===== src/rtl/cpu_load_pkg.sv =====
// cpu_load_pkg: shared definitions for the program loader.
//   state_t      - loader FSM states
//   HDR_*        - bit positions of the fields in a segment header word
//   TARGET_*     - values of the header target bit
package cpu_load_pkg;

  typedef enum logic [2:0] {
    HEADER = 3'd0,
    LOAD   = 3'd1,
    CHECK  = 3'd2,
    DONE   = 3'd3,
    RUN    = 3'd4
  } state_t;

  localparam int HDR_TARGET_BIT = 31;
  localparam int HDR_GO_BIT     = 30;
  localparam int HDR_ADDR_LSB   = 16;
  localparam int HDR_CNT_W      = 10;

  localparam logic TARGET_INST = 1'b0;
  localparam logic TARGET_DATA = 1'b1;

endpackage


===== src/rtl/prog_loader.sv =====
// prog_loader: turns a valid/ready word stream into instruction/data memory
// write strokes for the CPU load port, holding the CPU in reset while loading.
//
// Stream format per segment: one header word, then 'count' data words
// (count 0 means 1024), then one checksum word when LOADER_CHECKSUM_EN is
// defined. Header: [31] target (0 inst, 1 data), [30] go, [25:16] start
// address, [9:0] count.
//
// Ports:
//   clk, rst            clock, asynchronous active-low reset
//   in_data/in_valid    stream word and its valid
//   in_ready            word accepted this cycle when in_valid is also high
//   reload              one-cycle pulse: halt CPU, wait for a new header
//   inst_data, address  word and target address of the current write
//   write_instruction   instruction-memory write strobe
//   write_data          data-memory write strobe
//   cpu_rst             active-high reset to the CPU
//   busy                high while waiting for or consuming a segment
//   err                 sticky checksum error (cleared only by rst)
//
// Compile option: define LOADER_CHECKSUM_EN to add the trailing checksum word
// per segment and the err flag; without it err is tied low.
module prog_loader
  import cpu_load_pkg::*;
#(
  parameter int DATA_W = 32,
  parameter int ADDR_W = 10
) (
  input  logic              clk,
  input  logic              rst,
  input  logic [DATA_W-1:0] in_data,
  input  logic              in_valid,
  output logic              in_ready,
  input  logic              reload,
  output logic [DATA_W-1:0] inst_data,
  output logic [ADDR_W-1:0] address,
  output logic              write_instruction,
  output logic              write_data,
  output logic              cpu_rst,
  output logic              busy,
  output logic              err
);

  state_t              state;
  logic                target;
  logic                go;
  logic [ADDR_W-1:0]   ptr;
  logic [HDR_CNT_W:0]  remaining;
  logic                accept;

  // reload wins over a handshake in the same cycle: the word is refused.
  assign in_ready = (state == HEADER || state == LOAD || state == CHECK) && !reload;
  assign accept   = in_valid && in_ready;
  assign busy     = (state == HEADER || state == LOAD || state == CHECK);

`ifdef LOADER_CHECKSUM_EN
  logic [DATA_W-1:0] sum;
`else
  assign err = 1'b0;
`endif

  always_ff @(posedge clk or negedge rst) begin
    if (!rst) begin
      state             <= HEADER;
      target            <= TARGET_INST;
      go                <= 1'b0;
      ptr               <= '0;
      remaining         <= '0;
      inst_data         <= '0;
      address           <= '0;
      write_instruction <= 1'b0;
      write_data        <= 1'b0;
      cpu_rst           <= 1'b1;
`ifdef LOADER_CHECKSUM_EN
      sum               <= '0;
      err               <= 1'b0;
`endif
    end else begin
      // Strobes are single-cycle; address/inst_data hold between writes.
      write_instruction <= 1'b0;
      write_data        <= 1'b0;
      if (reload) begin
        state   <= HEADER;
        cpu_rst <= 1'b1;
      end else begin
        case (state)
          HEADER: if (accept) begin
            target <= in_data[HDR_TARGET_BIT];
            go     <= in_data[HDR_GO_BIT];
            ptr    <= in_data[HDR_ADDR_LSB +: ADDR_W];
            // count field of zero becomes 1 << HDR_CNT_W (1024 words).
            remaining <= {(in_data[HDR_CNT_W-1:0] == '0), in_data[HDR_CNT_W-1:0]};
`ifdef LOADER_CHECKSUM_EN
            sum    <= '0;
`endif
            state  <= LOAD;
          end
          LOAD: if (accept) begin
            inst_data         <= in_data;
            address           <= ptr;
            write_instruction <= (target == TARGET_INST);
            write_data        <= (target == TARGET_DATA);
            ptr               <= ptr + 1'b1;
            remaining         <= remaining - 1'b1;
`ifdef LOADER_CHECKSUM_EN
            sum               <= sum + in_data;
            if (remaining == 1) state <= CHECK;
`else
            if (remaining == 1) state <= DONE;
`endif
          end
          CHECK: begin
`ifdef LOADER_CHECKSUM_EN
            if (accept) begin
              if (in_data == sum) begin
                state <= DONE;
              end else begin
                err   <= 1'b1;
                state <= HEADER;
              end
            end
`else
            state <= HEADER;
`endif
          end
          DONE: begin
            if (go) begin
              cpu_rst <= 1'b0;
              state   <= RUN;
            end else begin
              state   <= HEADER;
            end
          end
          RUN: ;
          default: state <= HEADER;
        endcase
      end
    end
  end

endmodule

===== config.mk =====
export PLATFORM = sky130hd
export DESIGN_NAME = prog_loader
export DESIGN_NICKNAME = d
export VERILOG_FILES = /design/src/rtl/cpu_load_pkg.sv /design/src/rtl/prog_loader.sv
export SDC_FILE = /design/constraint.sdc
export NUM_CORES = 1
export LEC_CHECK = 0
export BUFFER_PORTS_ARGS = -buffer_cell sky130_fd_sc_hd__buf_2
export CORE_MARGIN = 5
export CORE_UTILIZATION = 35
export DETAILED_ROUTE_END_ITERATION = 10
export PLACE_DENSITY_LB_ADDON = 0.12
export REMOVE_ABC_BUFFERS = 1
export SLEW_MARGIN = 20
export SYNTH_ARGS = -nofsm -noshare
export SYNTH_HDL_FRONTEND = slang
export SYNTH_SLANG_ARGS = --single-unit

===== constraint.sdc =====
create_clock -name clk -period 2.1 [get_ports clk]
set_input_delay 0.315 -clock clk [delete_from_list [all_inputs] [get_ports clk]]
set_output_delay 0.315 -clock clk [all_outputs]
set_load 0.01 [all_outputs]

==> results of run 1 <==
[worst max-delay path by stage]
| stage | cells past startpoint | end | start | slack (ns) |
|---|---|---|---|---|
| floorplan | 3 | address[3]$_DFFE_PN0P_ | state[1]$_DFFE_PN0P_ | -0.58 |
| global placement | 4 | remaining[7]$_DFFE_PN0P_ | remaining[3]$_DFFE_PN0P_ | 0.31 |
| detailed placement | 4 | remaining[7]$_DFFE_PN0P_ | remaining[3]$_DFFE_PN0P_ | 0.25 |
| CTS | 4 | remaining[7]$_DFFE_PN0P_ | remaining[3]$_DFFE_PN0P_ | 0.22 |
| global route | 4 | remaining[9]$_DFFE_PN0P_ | remaining[3]$_DFFE_PN0P_ | 0.1 |
| finish | 4 | remaining[7]$_DFFE_PN0P_ | remaining[3]$_DFFE_PN0P_ | 0.23 |
[cells in the mapped netlist (all sizes together) (2+ instances only)]
cell      n  area [sq um]
dfrtp    70          1752
mux2     43         484.2
nand2    20         75.07
a21oi    18         90.09
nor2     18         67.56
o21ai    18         90.09
buf       9         47.55
clkbuf    9         33.78
nand3     8         40.04
a2bb2oi   6         52.55
nand4     4         25.02
nor4      4         25.02
o22ai     4         25.02
or4       4         33.78
and3      3         18.77
ha        3         37.54
inv       3         11.26
nor3      3         15.01
nor3b     3         22.52
a21o      2         15.01
a31oi     2         12.51
a32oi     2         17.52
o311ai    2         17.52
[cell usage in the layout, fill, tap and decap left out, drive strengths merged, types with 2 or more instances in the layout]
master | synthesis | final
a21oi | 18 | 18
ha | 3 | 3
o21ai | 18 | 18
buf | 9 | 97
a2bb2oi | 6 | 6
nand4 | 4 | 4
a21o | 2 | 2
mux2 | 43 | 43
nor4 | 4 | 4
nor3 | 3 | 3
bufinv | 0 | 2
o22ai | 4 | 4
clkbuf | 9 | 10
clkinvlp | 0 | 2
inv | 3 | 3
nor2 | 18 | 18
dfrtp | 70 | 70
nand3 | 8 | 8
nor3b | 3 | 3
clkinv | 0 | 2
o311ai | 2 | 2
and3 | 3 | 3
nand2 | 20 | 20
a31oi | 2 | 2
a32oi | 2 | 2
or4 | 4 | 4
[cell families after synthesis]
family | share of synthesized area (%)
buf+inv | 2.905
other cells | 0.1177
simple gates | 13.00
compound gates | 11.82
fa+ha+maj | 1.178
mux | 15.19
flops | 55.79
[metal layers]
metal	vias up	track usage, %
li1	1194	-
met1	1242	18.94
met2	39	22.81
met3	7	2.323
met4	0	5.342
met5	-	0
[power groups by stage]
| stage | clock network, mW | logic [mW] | registers, mW |
|---|---|---|---|
| CTS | 1.23 | 0.927 | 1.87 |
| global placement | 0 | 0.913 | 1.88 |
| global route | 1.28 | 1.01 | 1.91 |
| detailed placement | 0 | 0.924 | 1.89 |
| finish | 1.18 | 0.902 | 1.87 |
| floorplan | 0 | 0.398 | 1.97 |
[cell type report]
| cell class | count | area (sq um) | share of cell area (%) |
|---|---|---|---|
| Timing Repair Buffer | 98 | 548.0 | 13.68 |
| Sequential cell | 71 | 1778 | 44.38 |
| Inverter | 3 | 11.26 | 0.2811 |
| Multi-Input combinational cell | 184 | 1321 | 32.98 |
| Clock inverter | 6 | 85.08 | 2.124 |
| Clock buffer | 10 | 127.6 | 3.186 |
| Tap cell | 108 | 135.1 | 3.373 |
[state kept, by name (all words and copies together), names as in the netlist]
signal	flops
write_data	1
target	1
ptr	10
state	3
inst_data	32
remaining	11
go	1
cpu_rst	1
write_instruction	1
address	10
[through the flow]
stage | cells | setup slack, ns | cell area (sq um) | hold WS [ns]
2_1_floorplan | 258 | -0.5820 | 3105 | 0.01941
3_3_place_gp | 463 | 0.3118 | 3784 | 0.3263
3_5_place_dp | 463 | 0.2508 | 3784 | 0.3334
4_1_cts | 480 | 0.2163 | 4006 | 0.1882
6_report | 480 | 0.2318 | 4006 | 0.1981
5_1_grt | 480 | 0.09920 | 4006 | 0.1904
[critical path: stages, from the launching register on]
cell       delay (ns)
dfrtp_1          0.43
or4_4            0.57
or4_1            0.44
a21oi_1          0.18
a2bb2oi_1        0.17
[repair_timing]
item                                    4_1_cts  5_1_grt
gates resized for setup                       0        0
endpoints found under the hold margin        35        0
hold buffers                                  1        0
endpoints found under the setup margin        0        0
==> flow_metrics.py, run 1 <==
metrics = {
    "final_layout": {
        "drive_gt1_share_pct": 40.59,
        "utilization_pct": 45.50,
        "final_nets": 406,
        "num_antenna_cells": 0,
        "area_growth_pct": 25.72,
        "n_fill_cell": 866,
    },
    "placement": {
        "gp_congestion": 0.7846,
        "port_buffers": 82,
        "dp_hpwl_um": 5539,
    },
    "sta": {
        "finalHoldViolations": 0,
        "rsz0062_at_grt": "no",
        "tns_ns": 0,
        "fmax_ghz": 0.5353,
        "drv_slew": 0,
        "relSlewSlack_pct": 65.16,
        "setup_viol": 0,
        "min_period_over_period_pct": 88.96,
        "clock_skew_ns": 0.01067,
        "worst-slew-pin-transition_ns": 0.5226,
        "min_period_ns": 1.868,
    },
    "power": {
        "total_power_mw": 3.952,
        "p_switching_mw": 1.162,
        "vdd_drop_max_mv": 0.3443,
        "pwr-share-seq_pct": 47.2,
        "p_leak_nw": 1.835,
        "power_frac_clock_pct": 30.0,
        "power.density_nw_per_um2": 986.3,
        "p_sw_share_pct": 29.40,
        "internal_power_mw": 2.790,
        "p_comb_share_pct": 22.8,
    },
    "global_routing": {
        "track_usage_pct": 14.08,
        "grt_pass1_vias": 2460,
        "grt_pass1_wl_um": 12650,
        "antenna_found_initial": 0,
        "grt_max_degree": 38,
        "grt-ovfl-total": 0,
    },
    "clock_tree": {
        "tritoncts": "yes",
        "clk_latency_ns": 0.34,
        "path_clk_slew_ns": 0.08,
        "numClockSinks": 71,
        "clk_path_buf_depth": 2,
        "cts_setup_buffers": 0,
        "clockRootBuffer": "clkbuf_8",
        "cts_buffers": 9,
        "htreeDepth": 3,
    },
    "setup_path": {
        "crit_fanout": 5,
        "cp-end-kind": "register",
        "crit_required_ns": 2.35,
        "start_kind": "register",
        "cp.arrival_ns": 2.12,
        "r2r_cells": 4,
        "critPathKind": "register to register",
        "rrSetupSlack_ns": 0.23,
        "r2r-end": "remaining[7]$_DFFE_PN0P_",
        "rr_startpoint": "remaining[3]$_DFFE_PN0P_",
    },
    "floorplan": {
        "fp.dieW_um": 105.4,
        "die_area_sq_um": 11110,
        "io_pins": 84,
        "initial_core_util_pct": 36.19,
        "rows": 34,
        "die_h_um": 105.4,
        "fp.coreArea_sq_um": 8806,
    },
    "routing": {
        "via_per_inst": 5.171,
        "ant_nets": 0,
        "wl_met3_um": 261,
        "drt-met1-wl_um": 3648,
        "wl_per_cell_um": 15.88,
        "firstDrtPassIters": 4,
        "wl_met2_um": 3625,
        "drc": 0,
        "drtIter0Drc": 70,
        "vias": 2482,
        "drt_wl_total_um": 7620,
        "highest_layer": "met4",
    },
    "yosys": {
        "synth_area_sq_um": 3187,
        "ys_ff_latch": 71,
        "ys_seq_area_share_pct": 55.79,
        "async_flop_share_pct": 100.0,
        "dominantRegCellSynth": "dfrtp_1",
        "syn_avg_cell_area_sq_um": 11.55,
        "synth_edf_count": 0,
        "syn_inst": 276,
        "yosys_warnings": 0,
        "yosys.cell_types.count": 45,
    },
    "min_path": {
        "worstHoldStart": "in_data[13]",
        "hold_path_end": "inst_data[13]$_DFFE_PN0P_",
        "min_path_type": "input pin to register",
        "min_path_cells": 2,
    },
    "status": {
        "status": "finished, final reports clean",
    },
    "flow_run": {
        "cap_violations": 0,
    },
}
Note: power is estimated with default switching activity, not from simulation.
==> inputs of run 2 (changes only) <==
- clock period: 2.1 -> 1.8 ns (I/O delays scaled with it)
==> run 2 against run 1 <==
Non-clock buffer count increased by 9. Setup slack got worse by 0.22 ns. Maximum frequency grew 4.5%. Hold slack worse by 0.043 ns. Register-to-register slack worse by 0.22 ns. Sequential power grew 16%. Sequential share of layout area down 1.5 points. Critical path depth is the same. Routed wire length rose by 1.2%. Final cell count increased by 1.9%. Clock power increased by 16%.
==> flow_metrics.py, run 2 (synthesis gave the netlist of run 1 again) <==
metrics = {
    "power": {
        "pwr-share-seq_pct": 46.4,
        "internal_power_mw": 3.305,
        "total_power_mw": 4.670,
        "power.density_nw_per_um2": 1126,
        "vdd_drop_max_mv": 0.4971,
        "p_switching_mw": 1.365,
        "p_sw_share_pct": 29.24,
        "power_frac_clock_pct": 29.3,
        "p_comb_share_pct": 24.3,
        "p_leak_nw": 1.903,
    },
    "routing": {
        "wl_per_cell_um": 15.76,
        "vias": 2516,
        "drtIter0Drc": 78,
        "drt_wl_total_um": 7709,
        "wl_met3_um": 338,
        "via_per_inst": 5.145,
        "wl_met2_um": 3706,
        "highest_layer": "met4",
        "drt-met1-wl_um": 3549,
        "drc": 0,
        "firstDrtPassIters": 4,
        "ant_nets": 0,
    },
    "clock_tree": {
        "tritoncts": "yes",
        "cts_buffers": 9,
        "numClockSinks": 71,
        "path_clk_slew_ns": 0.07,
        "clk_path_buf_depth": 2,
        "clockRootBuffer": "clkbuf_8",
        "clk_latency_ns": 0.35,
        "htreeDepth": 3,
    },
    "setup_path": {
        "cp-end-kind": "register",
        "cp-startpoint": "remaining[1]$_DFFE_PN0P_",
        "crit_fanout": 3,
        "crit_required_ns": 2.02,
        "start_kind": "register",
        "rr_startpoint": "remaining[1]$_DFFE_PN0P_",
        "cp.arrival_ns": 2.01,
        "critPathKind": "register to register",
    },
    "sta": {
        "rsz0062_at_grt": "yes",
        "min_period_over_period_pct": 99.36,
        "min_period_ns": 1.788,
        "hold-worst-slack_ns": 0.1552,
        "setup_viol": 0,
        "fmax_ghz": 0.5591,
        "finalHoldViolations": 0,
        "drv_slew": 0,
        "clock_skew_ns": 0.01048,
    },
    "placement": {
        "dp_hpwl_um": 5515,
        "port_buffers": 82,
        "gp_congestion": 0.7828,
    },
    "final_layout": {
        "area_growth_pct": 30.11,
        "largestRegisters": "inst_data: 32 flops, remaining: 11 flops",
        "drive_gt1_share_pct": 43.83,
        "final_common_cell": "buf_2",
        "multi_input_area_sq_um": 1364,
        "num_antenna_cells": 0,
        "n_fill_cell": 851,
        "regArea_sq_um": 1778,
        "largest_reg_flops": 32,
        "utilization_pct": 47.09,
        "layout_common_cells": "buf_2, dfrtp_1, mux2_2",
        "final_nets": 415,
        "largest_register": "inst_data",
    },
    "global_routing": {
        "grt_pass1_wl_um": 12630,
        "antenna_found_initial": 0,
        "grt-ovfl-total": 0,
        "grt_max_degree": 42,
        "track_usage_pct": 14.22,
        "grt_pass1_vias": 2484,
    },
    "floorplan": {
        "die_area_sq_um": 11110,
        "fp.coreArea_sq_um": 8806,
        "initial_core_util_pct": 36.19,
        "rows": 34,
        "die_h_um": 105.4,
        "io_pins": 84,
        "fp.dieW_um": 105.4,
    },
    "min_path": {
        "worstHoldStart": "in_data[14]",
        "min_path_type": "input pin to register",
    },
    "flow_run": {
        "cap_violations": 0,
    },
    "status": {
        "status": "finished, final reports clean",
    },
}
[run 2: changes by cell type in the layout (fill, tap and decap cells not counted), moves of 2 or more]
cell	previous run	this run
a21oi_2	0	3
buf_4	15	21
clkinvlp_4	2	0
clkbuf_1	1	3
buf_12	1	4
or4_1	3	1
or4_4	1	3
a21oi_1	18	15
[run 2: layout make-up]
| class | count | share of cell area [%] |
|---|---|---|
| clock inverters | 4 | 1.690 |
| inverters | 3 | 0.2716 |
| repair buffers | 107 | 15.75 |
| multi-input cells | 184 | 32.89 |
| clock buffers | 12 | 3.259 |
| well taps | 108 | 3.259 |
| flip-flops and latches | 71 | 42.88 |
[run 2: worst max-delay path: stages, from the launching register on]
cell and delay, ns:
dfrtp_1 0.40, or4_4 0.53, or4_4 0.45, o22ai_1 0.21
a2bb2oi_2 0.08
[run 2: through the flow]
step                area [sq um]  cells  worst slack [ns]  TNS (ns)
global placement            3874    470           0.05311         0
floorplan                   3105    258           -0.8820    -38.51
detailed placement          3874    470          0.009571         0
finish                      4146    489           0.01157         0
global route                4146    489          -0.06694  -0.07011
CTS                         4089    487          0.003153         0
[run 2: power by group through the flow]
stage	Combinational [mW]	Clock, mW	Sequential (mW)
6_report	1.13	1.37	2.17
5_1_grt	1.26	1.48	2.23
4_1_cts	1.14	1.41	2.17
3_5_place_dp	1.13	0	2.20
3_3_place_gp	1.12	0	2.18
2_1_floorplan	0.465	0	2.30
[run 2: timing repair]
item	4_1_cts	5_1_grt
hold buffers	1	0
resized for setup	0	10
endpoints found under the hold margin	30	0
buffers inserted	0	2
setup endpoints to repair	0	34
[run 2: per-layer routing]
metal	vias up	track usage [%]
met5	-	0
met2	66	22.59
li1	1218	-
met3	8	3.056
met1	1224	18.85
met4	0	5.904
[run 2: final timing paths]
kind	end	slack, ns	cells past startpoint
min reg2reg	write_instruction$_DFF_PN0_	0.45	1
max	remaining[7]$_DFFE_PN0P_	0.01	4
max in group asynchronous	cpu_rst$_DFFE_PN1P_	0.78	3
max reg2reg	remaining[7]$_DFFE_PN0P_	0.01	4
min in group asynchronous	inst_data[2]$_DFFE_PN0P_	0.40	2
min	inst_data[14]$_DFFE_PN0P_	0.16	2
